[src/rtl/tis_port_channel.sv]
// Rendezvous channel for one directed TIS-100 port link: the writer stalls until the
// reader has taken its word, and the reader stalls until a word has been delivered.
module tis_port_channel #(
    parameter int unsigned WIDTH = 8,
    parameter int unsigned CNT_W = 8
) (
    input  logic             clk,
    input  logic             reset,
    input  logic             wr_req,
    input  logic [WIDTH-1:0] wr_data,
    output logic             wr_stall,
    output logic             wr_done,
    input  logic             rd_req,
    output logic [WIDTH-1:0] rd_data,
    output logic             rd_valid,
    output logic             rd_stall,
    output logic             busy,
    output logic [CNT_W-1:0] xfer_cnt
);

    typedef enum logic [1:0] {
        StIdle = 2'b00,
        StFull = 2'b01,
        StDone = 2'b10
    } state_e;

    state_e             state_q, state_d;
    logic [WIDTH-1:0]   buf_q, buf_d;
    logic [WIDTH-1:0]   rd_data_q, rd_data_d;
    logic               rd_valid_q, rd_valid_d;
    logic [CNT_W-1:0]   xfer_cnt_q, xfer_cnt_d;

    always_comb begin
        state_d    = state_q;
        buf_d      = buf_q;
        rd_data_d  = rd_data_q;
        rd_valid_d = 1'b0;
        xfer_cnt_d = xfer_cnt_q;
        unique case (state_q)
            StIdle: begin
                if (wr_req) begin
                    buf_d   = wr_data;
                    state_d = StFull;
                end
            end
            StFull: begin
                // An absent reader leaves the word latched and the writer stalled.
                if (rd_req) begin
                    rd_data_d  = buf_q;
                    rd_valid_d = 1'b1;
                    xfer_cnt_d = xfer_cnt_q + 1'b1;
                    state_d    = StDone;
                end
            end
            StDone: begin
                state_d = StIdle;
            end
            default: begin
                state_d = StIdle;
            end
        endcase
    end

    always_ff @(posedge clk or negedge reset) begin
        if (!reset) begin
            state_q    <= StIdle;
            buf_q      <= '0;
            rd_data_q  <= '0;
            rd_valid_q <= 1'b0;
            xfer_cnt_q <= '0;
        end else begin
            state_q    <= state_d;
            buf_q      <= buf_d;
            rd_data_q  <= rd_data_d;
            rd_valid_q <= rd_valid_d;
            xfer_cnt_q <= xfer_cnt_d;
        end
    end

    assign wr_done  = (state_q == StDone);
    assign wr_stall = wr_req & (state_q != StDone);
    assign rd_stall = rd_req & ~rd_valid_q;
    assign busy     = (state_q != StIdle);
    assign rd_data  = rd_data_q;
    assign rd_valid = rd_valid_q;
    assign xfer_cnt = xfer_cnt_q;

endmodule

[config.mk]
export PLATFORM = sky130hd
export DESIGN_NAME = tis_port_channel
export DESIGN_NICKNAME = d
export VERILOG_FILES = /design/src/rtl/tis_port_channel.sv
export SDC_FILE = /design/constraint.sdc
export NUM_CORES = 1
export LEC_CHECK = 0
export CORE_MARGIN = 2
export CORE_UTILIZATION = 49
export CTS_CLUSTER_DIAMETER = 60
export CTS_CLUSTER_SIZE = 28
export DETAILED_ROUTE_END_ITERATION = 7
export GPL_TIMING_DRIVEN = 0
export HOLD_SLACK_MARGIN = 0.15
export PLACE_DENSITY = 0.91
export SKIP_LAST_GASP = 1
export SYNTH_ARGS = -nofsm -noshare
export SYNTH_HDL_FRONTEND = slang
export SYNTH_SLANG_ARGS = --single-unit
[constraint.sdc]
create_clock -name clk -period 3.8 [get_ports clk]
set_input_delay 0.95 -clock clk [delete_from_list [all_inputs] [get_ports clk]]
set_output_delay 0.95 -clock clk [all_outputs]
set_load 0.01 [all_outputs]
## After elaboration in Yosys (flattened, before gate mapping)

Index checks and enable logic that the tools add are counted.
Widths: inputs -> output; s select.

- Register bits: 27
- Input bits: 12
- Output and inout bits: 21
- Logic and storage cells: 24

- Add/subtract/negate cells: 1
- Equality and inequality tests: 5
- Muxes and demuxes: 5
- Bitwise logic cells: 3
- Reduce and logical (&&, ||, !) cells: 5

Operators by type and width:

| cell | count |
|---|---|
| $add 8x1->8 const B | 1 |
| $ne 2x2->1 const B | 3 |
| $reduce_and 2->1 | 3 |
| $mux 2 | 2 |
| $pmux 2 s2 | 1 |
| $and 1x1->1 | 2 |
| $eq 2x1->1 const B | 1 |
| $eq 2x2->1 const B | 1 |
| $logic_not 2->1 | 1 |
| $mux 1 | 2 |
| $reduce_bool 2->1 | 1 |
| $not 1->1 | 1 |

## Depth between registers and ports, before layout

Gate-level depths: netlist of run 1.

- Word-level depth: 3
- Depth in mapped cells: 5
- Depth with buffers taken out: 4

## Worst setup path before layout of run 1

No wires, ideal clock.

- Path type: input to output
- From: in wr_req
- To: out wr_stall
- Arrival time: 1,222 ps
- Setup slack: 1,628 ps
- Cell stages on the path: 2
- Cells stage by stage: inv_1 nor2_1

- Longest elaborated chain between the ends: 1

RTL lines:

| what | line | source |
|---|---|---|
| start: declaration | 9 | `input logic wr_req,` |
| $and 1x1->1 | 81 | `assign wr_stall = wr_req & (state_q != StDone);` |
| end: declaration | 11 | `output logic wr_stall,` |

No other way between the ends.

## Final worst setup path of run 1

Same ends and word-level chain as after synthesis.

==> summary.txt, run 1 <==
Status
  • Outcome: finished, final reports clean

Global route
  • Total track usage: 0.181
  • Grt ovf: 0
  • Vias in the first global route: 835
  • Largest net degree at the start of global routing: 28
  • First-pass GRT wire length: 3570 µm
  • Initial antenna violation count: 0

Setup path
  • Critical Path AT: 2.19 ns
  • Worst Setup EP: wr_stall
  • Critical path peak fanout: 2
  • Startpoint types: input pin
  • CP Launch Point: wr_req
  • Reg2reg start: state_q[0]
  • Critical path type: input pin to output pin
  • Crit end category: output pin
  • R2R cell count: 3
  • Worst EP required: 2.85 ns
  • Reg-to-reg endpoint: buf_q[7]
  • Flop2flop setup slack: 2.41 ns

Place
  • I/O Buffers: 32
  • Routability cong.: 0.699
  • Hpwl dp: 1580 µm

Timing
  • Setup_tns: 0 ns
  • Max Clk Rate: 319 MHz
  • Final Skew: 0.00270 ns
  • RSZ-0062 raised after global routing: false
  • Tcrit/Tclk final: 0.825
  • Final Max Slew Viols: 0
  • Slew @ Worst Pin: 1.15 ns
  • Post-layout min period: 3.14 ns
  • Final setup violation count: 0
  • Max_slew headroom: 0.230
  • Worst hold slack: 0.484 ns
  • Final hold viol count: 0

Clock network
  • Worst skew pair latency: 0.31 ns
  • TritonCTS clock tree: done
  • Post-CTS Repair Setup Buffers: 0
  • CTS H-tree depth: 1
  • Post-CTS resize count: 0
  • Max clock buf depth: 2
  • Cts hold-fix bufs: 0
  • CTS root buf: clkbuf_4
  • Clock-pin slew on the worst setup and hold paths: 0.13 ns
  • CTS Buf Count: 3
  • # clock sinks: 27

Detailed routing
  • Via density: 5.03
  • WL per Instance: 13.2 µm
  • Drt initial violations: 2
  • Routed wire length: 2090 µm
  • DRT Pass-1 Iters: 2
  • DR vias: 795
  • # DRC: 0
  • Final ANT Viol Nets: 0

Yosys
  • Synth area leader: dfrtp_1
  • Sequential area share after synthesis: 0.608
  • Yosys top cell area share: 0.608
  • Net Count, Synth: 107
  • Synth warn: 0
  • Area contributors post-synth: dfrtp_1 61%, nand2_1 10%, mux2_2 8.1%
  • Synthesized area: 1110 µm²
  • Syn avg cell area: 11.8 µm²
  • Synthesized flop and latch total: 27
  • Post-Synthesis Cells: 94
  • Synth unique cells: 23

Floorplan
  • Core area: 2170 µm²
  • Area of the die: 2660 µm²
  • Chip Width: 51.6 µm
  • Row cnt: 17
  • IO Pins: 33
  • Initial Utilization: 0.512
  • Die height: 51.6 µm

Flow run
  • Max Cap Viol: 0

Finish
  • Fillers: 185
  • Fin nets: 144
  • Inserted Diodes: 0
  • Ratio of cells with drive above 1 in the final layout: 0.123
  • Area growth syn-to-layout: 34.3%

Power
  • P_leak: 0.000718 µW
  • Final Power: 962 µW
  • Peak VDD IR: 0.463 mV
  • Power per Cell Area: 645 nW/µm²

Min path
  • Worst Hold Class: flop to flop
[registers in the layout (all words and copies together) (netlist names)]
| signal | count |
|---|---|
| buf_q | 8 |
| rd_data | 8 |
| rd_valid | 1 |
| state_q | 2 |
| xfer_cnt | 8 |
[critical path, stage by stage]
cell and delay, ns:
clkdlybuf4s50_1 0.48, inv_1 0.11, nor2_1 0.12, clkdlybuf4s50_1 0.53
[layer usage]
metal,track usage,wire length [µm],vias up
li1,-,-,374
met3,0.0316,100,4
met2,0.310,1090,28
met4,0.0746,23,0
met5,0,0,-
met1,0.226,872,389
[cell usage after synthesis (all sizes together)]
cell type,count
mux2,8
inv,3
and2b,1
ha,1
buf,1
xor2,2
nand3b,1
nor2,2
and3,1
a21oi,1
nor2b,1
nor3,1
xnor2,5
clkbuf,1
or2,1
or2b,1
nand4,2
nor4,1
dfrtp,27
nand3,1
nand2b,1
nand2,31
[cells by family after synthesis]
group / synth area share
buf+inv: 0.0180
mux: 0.0811
simple gates: 0.222
xor+xnor: 0.0552
fa+ha+maj: 0.0113
compound gates: 0.00450
flops: 0.608
[layout by cell type (no fill, tap or decap), types with 2 or more instances in the layout]
cell type	n
inv_1	3
clkdlybuf4s50_1	32
xnor2_1	5
mux2_2	8
xor2_1	2
clkbuf_1	2
nand2_1	31
clkbuf_4	3
dfrtp_1	27
nand4_1	2
[report_power, final]
part	internal, µW	total, µW	switching (µW)
registers	391	474	83.0
logic	217	370	153
clock network	41.0	118	77.0
total	649	962	313
[stage by stage]
| step | std cells | utilization | area, µm² | setup WS (ns) |
|---|---|---|---|---|
| 3_5_place_dp | 154 | 0.676 | 1470 | 0.658 |
| 2_1_floorplan | 94 | - | 1110 | 1.63 |
| 4_1_cts | 158 | 0.688 | 1490 | 0.651 |
| 6_report | 158 | 0.688 | 1490 | 0.663 |
| 3_3_place_gp | 154 | 0.676 | 1470 | 0.675 |
| 5_1_grt | 158 | 0.688 | 1490 | 0.609 |
[worst min-delay path by stage]
stage,start,end,cells past startpoint
2_1_floorplan,buf_q[0],rd_data[0],2
3_3_place_gp,buf_q[2],rd_data[2],2
3_5_place_dp,buf_q[6],rd_data[6],2
4_1_cts,buf_q[0],rd_data[0],2
5_1_grt,xfer_cnt[7],xfer_cnt[7],1
6_report,xfer_cnt[7],xfer_cnt[7],1
[cell type report]
type / count / area (µm²) / area share
inverter: 3 / 11.3 / 0.00754
multi-input combinational: 62 / 415 / 0.278
timing repair buffer: 32 / 320 / 0.215
buffer: 2 / 8.76 / 0.00587
clock buffer: 4 / 26.3 / 0.0176
tap: 28 / 35.0 / 0.0235
sequential: 27 / 676 / 0.453
No activity file was read; power rests on OpenSTA's default activity.
==> run 2: changes to the inputs <==
- CORE_UTILIZATION: 49 -> 41
- PLACE_DENSITY: 0.91 -> 0.82
- clock period: 3.8 -> 2.8 ns (I/O delays scaled with it)
==> run 2 against run 1 <==
  * Final cell count increased by 1.3%
  * Combinational power rose by 34%
  * Total power grew 35%
  * Utilization down 9.5 points
  * First-iteration DRC count rose to 6.0 times the previous value
  * Sequential share of layout area decreased by 0.11 points
  * Setup slack lost 0.52 ns
  * Final area rose by 0.25%
  * Count of clock-buffer cells in the layout shrank 1
  * Via count shrank 3.4%
  * Sequential power up 35%
  * Die area rose by 18%
  * Critical endpoint unchanged
  * Largest cell class unchanged
==> summary.txt, run 2 (synthesis gave the netlist of run 1 again) <==
Setup path
  • Flop2flop setup slack: 1.41 ns
  • Most frequent CP cell: clkdlybuf4s50_1
  • Reg2reg start: state_q[0]
  • WP buf/inv: 3
  • Reg-to-reg endpoint: buf_q[0]
  • Critical path peak fanout: 2
  • Worst EP required: 2.10 ns
  • Delay-heaviest family, CP: buffers and inverters
  • Crit path depth: 4
  • Critical path type: input pin to output pin
  • CP max stage delay: 0.54 ns
  • Worst Setup EP: wr_stall
  • Startpoint types: input pin
  • R2R cell count: 3
  • Critical-path cell list: clkdlybuf4s50_1 > inv_1 > nor2_1 > clkdlybuf4s50_1
  • CP Launch Point: wr_req
  • Crit end category: output pin
  • Crit path max-delay cell type: clkdlybuf4s50_1
  • Critical Path AT: 1.96 ns

Timing
  • Final Skew: 0.00140 ns
  • Final setup violation count: 0
  • Post-layout min period: 2.66 ns
  • Max Clk Rate: 376 MHz
  • Tcrit/Tclk final: 0.950
  • RSZ-0062 raised after global routing: false
  • Max_slew headroom: 0.227
  • Final hold viol count: 0
  • Final setup margin: 0.141 ns
  • Setup_tns: 0 ns
  • Final Max Slew Viols: 0
  • Slew @ Worst Pin: 1.16 ns

Clock network
  • CTS H-tree depth: 1
  • Worst skew pair latency: 0.32 ns
  • Post-CTS resize count: 0
  • Clock-pin slew on the worst setup and hold paths: 0.14 ns
  • Post-CTS Repair Setup Buffers: 0
  • CTS root buf: clkbuf_4
  • TritonCTS clock tree: done
  • # clock sinks: 27
  • Max clock buf depth: 2
  • CTS Buf Count: 3
  • Cts hold-fix bufs: 0

Finish
  • Inserted Diodes: 0
  • Fin nets: 144
  • Fillers: 231
  • Area growth syn-to-layout: 34.7%
  • Fin cells: 160
  • Commonest non-fill, non-tap cell in the layout: clkdlybuf4s50_1
  • Ratio of cells with drive above 1 in the final layout: 0.131
  • Commonest cells after routing, fill and taps aside: 32 x clkdlybuf4s50_1, 31 x nand2_1, 27 x dfrtp_1, 8 x mux2_2, 5 x xnor2_1
  • Final Util: 0.593

Detailed routing
  • DR vias: 768
  • Final ANT Viol Nets: 0
  • # DRC: 0
  • Drt initial violations: 12
  • Routed wire length: 2020 µm
  • DRT Pass-1 Iters: 4
  • WL per Instance: 12.6 µm
  • Via density: 4.80

Floorplan
  • Chip Width: 56.1 µm
  • Die height: 56.1 µm
  • IO Pins: 33
  • Core area: 2520 µm²
  • Initial Utilization: 0.440
  • Row cnt: 18
  • Area of the die: 3140 µm²

Place
  • I/O Buffers: 32
  • Routability cong.: 0.718
  • DP Worst Slack: 0.131 ns
  • Hpwl dp: 1580 µm
  • # placed instances: 156

Power
  • P_leak: 0.000721 µW
  • Peak VDD IR: 0.498 mV
  • Power per Cell Area: 869 nW/µm²

Global route
  • First-pass GRT wire length: 3620 µm
  • Initial antenna violation count: 0
  • Largest net degree at the start of global routing: 28
  • Total track usage: 0.146
  • Grt ovf: 0
  • Vias in the first global route: 801

Status
  • Outcome: finished, final reports clean

Flow run
  • Max Cap Viol: 0

Min path
  • Worst Hold Class: flop to flop
-- run 2: how the worst min path moves through the flow --
stage / startpoint / endpoint / slack [ns] / depth (start not counted)
final: xfer_cnt[7] / xfer_cnt[7] / 0.48 / 1
after global routing: xfer_cnt[7] / xfer_cnt[7] / 0.49 / 1
after CTS: xfer_cnt[7] / xfer_cnt[7] / 0.48 / 1
after detailed placement: buf_q[7] / rd_data[7] / 0.46 / 2
after global placement: buf_q[0] / rd_data[0] / 0.45 / 2
after floorplan: reset / buf_q[0] / 0.40 / 0
-- run 2: final cells by class --
| type | count | area, µm² | area share |
|---|---|---|---|
| flip-flops and latches | 27 | 676 | 0.452 |
| plain buffers | 2 | 8.76 | 0.00585 |
| repair buffers | 32 | 320 | 0.214 |
| multi-input cells | 62 | 415 | 0.278 |
| clock inverters | 1 | 5.00 | 0.00334 |
| clock buffers | 3 | 22.5 | 0.0151 |
| inverters | 3 | 11.3 | 0.00753 |
| well taps | 30 | 37.5 | 0.0251 |
-- run 2: power breakdown --
part           switching, µW  internal, µW
clock                    112          53.6
combinational            201           295
sequential               109           531
total                    422           879
-- run 2: through the flow --
step / hold WS (ns) / area [µm²] / power (µW)
after detailed placement: 0.461 / 1470 / 1150
after global placement: 0.446 / 1470 / 1130
after global routing: 0.490 / 1500 / 1400
after floorplan: 0.404 / 1110 / 875
after CTS: 0.480 / 1500 / 1320
final: 0.477 / 1500 / 1300
-- run 2: metal layers --
| layer | part of all wire | global-route usage |
|---|---|---|
| met1 | 0.41 | 0.177 |
| met2 | 0.52 | 0.255 |
| met3 | 0.062 | 0.0535 |
| met4 | 0.0040 | 0.0204 |
| met5 | 0 | 0 |
